[src/rtl/slot_alloc_tracker.sv]
`default_nettype none
// ============================================================================
//  Module   : slot_alloc_tracker
//  Purpose  : Tracks free/busy state of RANGE dispatch slots and the rotating
//             preference pointer. Feeds an external preferred-first selector
//             (avail_o/prefer_o) and consumes its result (sel_valid_i /
//             sel_id_i) to turn allocation requests into registered grants.
//             Releases free slots; flush frees everything in one cycle.
//  Ports    : clk, rst_n            - clock, synchronous active-low reset
//             avail_o, prefer_o     - to selector (free vector, start index)
//             sel_valid_i, sel_id_i - from selector (chosen free slot)
//             alloc_valid_i/tag_i   - allocation request, alloc_ready_o accept
//             grant_valid/id/tag_o  - registered one-cycle grant
//             release_valid/id_i    - free a busy slot
//             flush_i               - free all slots, reset pointer
//             busy_cnt_o, full_o, empty_o, err_o - status, sticky error
//  Revision : 1.0 - initial release
// ============================================================================
module slot_alloc_tracker #(
    parameter int RANGE     = 8,
    parameter int ID_WIDTH  = 3,
    parameter int TAG_WIDTH = 4
) (
    input  logic                 clk,
    input  logic                 rst_n,
    output logic [RANGE-1:0]     avail_o,
    output logic [ID_WIDTH-1:0]  prefer_o,
    input  logic                 sel_valid_i,
    input  logic [ID_WIDTH-1:0]  sel_id_i,
    input  logic                 alloc_valid_i,
    input  logic [TAG_WIDTH-1:0] alloc_tag_i,
    output logic                 alloc_ready_o,
    output logic                 grant_valid_o,
    output logic [ID_WIDTH-1:0]  grant_id_o,
    output logic [TAG_WIDTH-1:0] grant_tag_o,
    input  logic                 release_valid_i,
    input  logic [ID_WIDTH-1:0]  release_id_i,
    input  logic                 flush_i,
    output logic [ID_WIDTH:0]    busy_cnt_o,
    output logic                 full_o,
    output logic                 empty_o,
    output logic                 err_o
);

    localparam int                CNT_W   = ID_WIDTH + 1;
    localparam logic [ID_WIDTH:0] C_RANGE = CNT_W'(RANGE);
    localparam logic [ID_WIDTH-1:0] C_LAST = ID_WIDTH'(RANGE - 1);

    typedef enum logic [0:0] {
        ST_RUN   = 1'b0,
        ST_FLUSH = 1'b1
    } state_t;

    state_t                 state_q, state_d;
    logic [RANGE-1:0]       busy_q, busy_d;
    logic [ID_WIDTH-1:0]    prefer_q, prefer_d;
    logic                   grant_valid_q, grant_valid_d;
    logic [ID_WIDTH-1:0]    grant_id_q, grant_id_d;
    logic [TAG_WIDTH-1:0]   grant_tag_q, grant_tag_d;
    logic [ID_WIDTH:0]      busy_cnt_q, busy_cnt_d;
    logic                   err_q, err_d;

    // Ids at or above RANGE only exist for non-power-of-2 RANGE; they are
    // never indexed into the bitmap.
    logic w_sel_in_range, w_rel_in_range;
    logic w_sel_busy, w_rel_busy;
    logic w_run, w_hs, w_rel_ok, w_rel_bad, w_sel_err;

    always_comb begin
        w_sel_in_range = ({1'b0, sel_id_i} < C_RANGE);
        w_rel_in_range = ({1'b0, release_id_i} < C_RANGE);
        w_sel_busy     = w_sel_in_range && busy_q[sel_id_i];
        w_rel_busy     = w_rel_in_range && busy_q[release_id_i];
        w_run          = (state_q == ST_RUN) && !flush_i;
        alloc_ready_o  = w_run && sel_valid_i && w_sel_in_range && !w_sel_busy;
        w_hs           = alloc_valid_i && alloc_ready_o;
        w_rel_ok       = w_run && release_valid_i && w_rel_busy;
        // Covers both a free target and an out-of-range id.
        w_rel_bad      = w_run && release_valid_i && !w_rel_busy;
        // Selector claims a slot we already hold busy.
        w_sel_err      = sel_valid_i && w_sel_busy;
    end

    // Next-state FSM: flush_i always (re)enters FLUSH; otherwise back to RUN.
    always_comb begin
        state_d = state_q;
        case (state_q)
            ST_RUN:   state_d = flush_i ? ST_FLUSH : ST_RUN;
            ST_FLUSH: state_d = flush_i ? ST_FLUSH : ST_RUN;
            default:  state_d = ST_RUN;
        endcase
    end

    always_comb begin
        busy_d        = busy_q;
        prefer_d      = prefer_q;
        busy_cnt_d    = busy_cnt_q;
        grant_valid_d = w_hs;
        grant_id_d    = grant_id_q;
        grant_tag_d   = grant_tag_q;
        err_d         = err_q | w_rel_bad | w_sel_err;

        if (w_hs) begin
            grant_id_d  = sel_id_i;
            grant_tag_d = alloc_tag_i;
        end

        // Clearing on the flush request edge makes the FLUSH cycle already
        // show an empty bitmap; repeating it while in FLUSH is harmless.
        if (flush_i || (state_q == ST_FLUSH)) begin
            busy_d     = '0;
            busy_cnt_d = '0;
            prefer_d   = '0;
        end else begin
            if (w_hs) begin
                busy_d[sel_id_i] = 1'b1;
                prefer_d = (sel_id_i == C_LAST) ? '0 : sel_id_i + 1'b1;
            end
            // A valid release is never the handshake slot (busy vs. free).
            if (w_rel_ok) begin
                busy_d[release_id_i] = 1'b0;
            end
            busy_cnt_d = busy_cnt_q + CNT_W'(w_hs) - CNT_W'(w_rel_ok);
        end
    end

    always_ff @(posedge clk) begin
        if (!rst_n) begin
            state_q       <= ST_RUN;
            busy_q        <= '0;
            prefer_q      <= '0;
            grant_valid_q <= 1'b0;
            grant_id_q    <= '0;
            grant_tag_q   <= '0;
            busy_cnt_q    <= '0;
            err_q         <= 1'b0;
        end else begin
            state_q       <= state_d;
            busy_q        <= busy_d;
            prefer_q      <= prefer_d;
            grant_valid_q <= grant_valid_d;
            grant_id_q    <= grant_id_d;
            grant_tag_q   <= grant_tag_d;
            busy_cnt_q    <= busy_cnt_d;
            err_q         <= err_d;
        end
    end

    always_comb begin
        avail_o       = ~busy_q;
        prefer_o      = prefer_q;
        grant_valid_o = grant_valid_q;
        grant_id_o    = grant_id_q;
        grant_tag_o   = grant_tag_q;
        busy_cnt_o    = busy_cnt_q;
        full_o        = (busy_cnt_q == C_RANGE);
        empty_o       = (busy_cnt_q == '0);
        err_o         = err_q;
    end

endmodule
`default_nettype wire

[config.mk]
export PLATFORM = sky130hd
export DESIGN_NAME = slot_alloc_tracker
export DESIGN_NICKNAME = d
export VERILOG_FILES = /design/src/rtl/slot_alloc_tracker.sv
export SDC_FILE = /design/constraint.sdc
export NUM_CORES = 1
export LEC_CHECK = 0
export ABC_AREA = 1
export CELL_PAD_IN_SITES_DETAIL_PLACEMENT = 0
export CELL_PAD_IN_SITES_GLOBAL_PLACEMENT = 1
export CORE_MARGIN = 8
export CORE_UTILIZATION = 30
export CTS_CLUSTER_SIZE = 25
export DETAILED_ROUTE_END_ITERATION = 7
export PLACE_DENSITY = 0.74
export RECOVER_POWER = 50
export REMOVE_ABC_BUFFERS = 1
export SYNTH_ARGS = -nofsm -noshare
export SYNTH_HDL_FRONTEND = slang
export SYNTH_SLANG_ARGS = --single-unit
export TNS_END_PERCENT = 5
[constraint.sdc]
create_clock -name clk -period 3.07 [get_ports clk]
set_input_delay 0.4605 -clock clk [delete_from_list [all_inputs] [get_ports clk]]
set_output_delay 0.4605 -clock clk [all_outputs]
set_load 0.005 [all_outputs]
==> impl_metrics.py <==
metrics = {
    "cts": {
        "cts_tree": "yes",
        "ctsResizeCount": 0,
        "worstSkewPairLatency_ns": 0.28,
        "cts_max_level": 1,
        "cts_buffers": 3,
        "clk_pin_slew_ns": 0.09,
        "cts.sinks": 25,
        "clk_path_buf_depth": 2,
        "post_cts.repair.setup_buffers": 0,
        "cts-root-buf": "clkbuf_8",
        "cts_hold_buffers": 0,
    },
    "timing": {
        "setup_viol": 0,
        "worstMarginPinSlew_ns": 1.12,
        "fin_worst_skew_ns": 0.00416,
        "hold_slack_ns": 0.470,
        "hold_viol": 0,
        "slew_violations": 0,
        "max_slew_margin_pct": 25.5,
        "post-route-min-period_ns": 2.73,
        "finalCritPeriodShare_pct": 88.8,
        "fmax_ghz": 0.367,
        "rsz0062_at_grt": "false",
        "layout_setup_ws_ns": 0.345,
        "setup_tns_ns": 0,
    },
    "critical_path": {
        "cp-end-kind": "output pin",
        "worstPathRequired_ns": 2.61,
        "critical_path_class": "in2out",
        "path_cells": "clkdlybuf4s50_1 -> inv_1 -> nand2_1 -> nand3_1 -> nand2_2 -> nor4_1 -> clkdlybuf4s50_1",
        "crit_path_start_kind": "primary input",
        "cp_top_family": "buffers and inverters",
        "cp_data_arrival_time_ns": 2.26,
        "critPathMaxFanout": 8,
        "cpPeakStageDelay_ns": 0.58,
        "cp_slowest_cell": "clkdlybuf4s50_1",
        "cp.buffers_inverters": 3,
        "cp_common_cell": "clkdlybuf4s50_1",
    },
    "logic_synthesis": {
        "synth_enable_flop_cells": 0,
        "async_flop_share_pct": 0,
        "synth.top_cells.by_count": "58 x nand2_1, 43 x inv_1, 34 x nor2_1",
        "postSynthCellCount": 242,
        "ys_ff_latch": 25,
        "syn_area_per_cell_um2": 6.49,
        "yosys-top-cells-area": "dfxtp_1 32%, nand2_1 14%, inv_1 10%, nor2_1 8.1%, ha_1 6.4%",
        "netlist.area_leader.share_pct": 31.8,
        "synth.most_common_cell": "nand2_1",
        "syn_area_mm2": 0.00157,
        "synthFlopType": "dfxtp_1",
        "yosysWarnings": 0,
        "yosysSeqAreaShare_pct": 31.8,
        "synth_top_area_cell": "dfxtp_1",
        "synthDistinctLibCells": 24,
    },
    "floorplan": {
        "std_cell_rows": 26,
        "ios": 43,
        "fp.dieArea_mm2": 0.00781,
        "core_mm2": 0.00507,
        "start_util_pct": 31.0,
        "fp.dieH_um": 88.4,
        "die_w_um": 88.4,
    },
    "status": {
        "status": "finished, final reports clean",
    },
    "cells_and_area": {
        "syn2layout_area_growth_pct": 35.2,
        "nets": 315,
        "fin_util_pct": 41.9,
        "fillers": 557,
        "fin_area_mm2": 0.00212,
        "final_layout_size_suffix_gt1_share_pct": 7.96,
        "diodes": 0,
    },
    "drt": {
        "vias": 1557,
        "wirelength_um": 4120,
        "avgRoutedWirePerCell_um": 11.5,
        "drc": 0,
        "dr.pass1.iters": 4,
        "viasPerCell": 4.34,
        "dr.first_iter.drc_count": 49,
        "postRouteAntennaNets": 0,
    },
    "grt": {
        "grt_pass1_vias": 1494,
        "grt_max_degree": 25,
        "antenna_found_initial": 0,
        "grt_usage_pct": 11.6,
        "grt_pass1_wl_um": 7090,
        "overflow": 0,
    },
    "placement": {
        "port_buffers": 42,
        "post-place-ws_ns": 0.165,
        "hpwlAfterDp_um": 3330,
        "place.gp.congestion": 0.836,
        "placed_area_mm2": 0.00208,
    },
    "power_and_ir_drop": {
        "p_leak_uw": 0.000954,
        "vdd_drop_max_v": 0.000190,
        "p_per_area_mw_per_mm2": 311,
    },
    "job": {
        "cap_violations": 0,
    },
    "worst_hold_path": {
        "hold_class": "reg2reg",
    },
}
## flip-flops by register name (all words and copies together), names as in the netlist
register       flops
busy_cnt_o         4
busy_q             8
grant_tag_o        4
state_q            1
prefer_o           3
err_o              1
grant_id_o         3
grant_valid_o      1
## worst register-to-register path: stages, from the launching register on
cell     delay [ns]
dfxtp_1        0.34
inv_1          0.12
nand2_1        0.07
nand3_1        0.08
nand2_1        0.10
nor2_4         0.12
nand3_4        0.07
ha_1           0.28
inv_1          0.04
ha_1           0.19
fa_1           0.38
xnor2_1        0.15
nor2_1         0.06
## worst paths after layout
kind,start,end,slack [ns],depth (start not counted)
setup reg to reg,busy_q[2]$_SDFF_PP0_,busy_cnt_o[2]$_SDFF_PP0_,0.98,12
hold reg to reg,grant_id_o[0]$_SDFFE_PN0N_,grant_id_o[0]$_SDFFE_PN0N_,0.47,2
setup / recovery,sel_id_i[0],alloc_ready_o,0.34,7
hold / removal,grant_id_o[0]$_SDFFE_PN0N_,grant_id_o[0]$_SDFFE_PN0N_,0.47,2
## area by class of cell
cell class	instances	area [um2]	area share, %
multi-input combinational	165	841	39.6
sequential	25	500	23.6
timing repair buffer	51	484	22.8
inverter	44	165	7.77
tap	70	87.6	4.12
clock buffer	3	41.3	1.94
clock inverter	1	5.00	0.236
## layer usage
| layer | global-route usage, % | wire [um] | vias up |
|---|---|---|---|
| li1 | - | - | 845 |
| met1 | 13.2 | 1840 | 668 |
| met2 | 18.8 | 1870 | 39 |
| met3 | 4.18 | 339 | 5 |
| met4 | 5.22 | 70 | 0 |
| met5 | 0 | 0 | - |
## metrics by stage
stage	instances	total power (uW)
6_report	359	661
5_1_grt	359	703
3_3_place_gp	355	464
3_5_place_dp	355	463
4_1_cts	359	677
2_1_floorplan	234	396
## power by group
part	leakage (uW)	switching [uW]	internal, uW
clock	0.0000255	119	91.3
sequential	0.000203	3.17	331
combinational	0.000726	63.0	54.0
total	0.000954	185	477
## placed cells by master, fill, tap and decap left out, types with 8 or more instances in the layout
| cell | n |
|---|---|
| dfxtp_1 | 25 |
| ha_1 | 8 |
| nor2_1 | 34 |
| nand3_1 | 13 |
| buf_4 | 8 |
| nand2_1 | 58 |
| dlygate4sd3_1 | 25 |
| clkdlybuf4s50_1 | 17 |
| nand4_1 | 9 |
| a21oi_1 | 11 |
| nor3_1 | 8 |
| inv_1 | 43 |
## logic make-up after synthesis
kind of cell / after synthesis / share of synthesized area (%)
adders and majority gates: 9 / 7.64
AOI/OAI and AO/OA: 19 / 6.21
xor gates and xnor gates: 1 / 0.557
and+or+nand+nor: 136 / 39.1
DFF: 25 / 31.8
buffers and inverters: 52 / 14.6
Power figures use the tool's default switching activity.
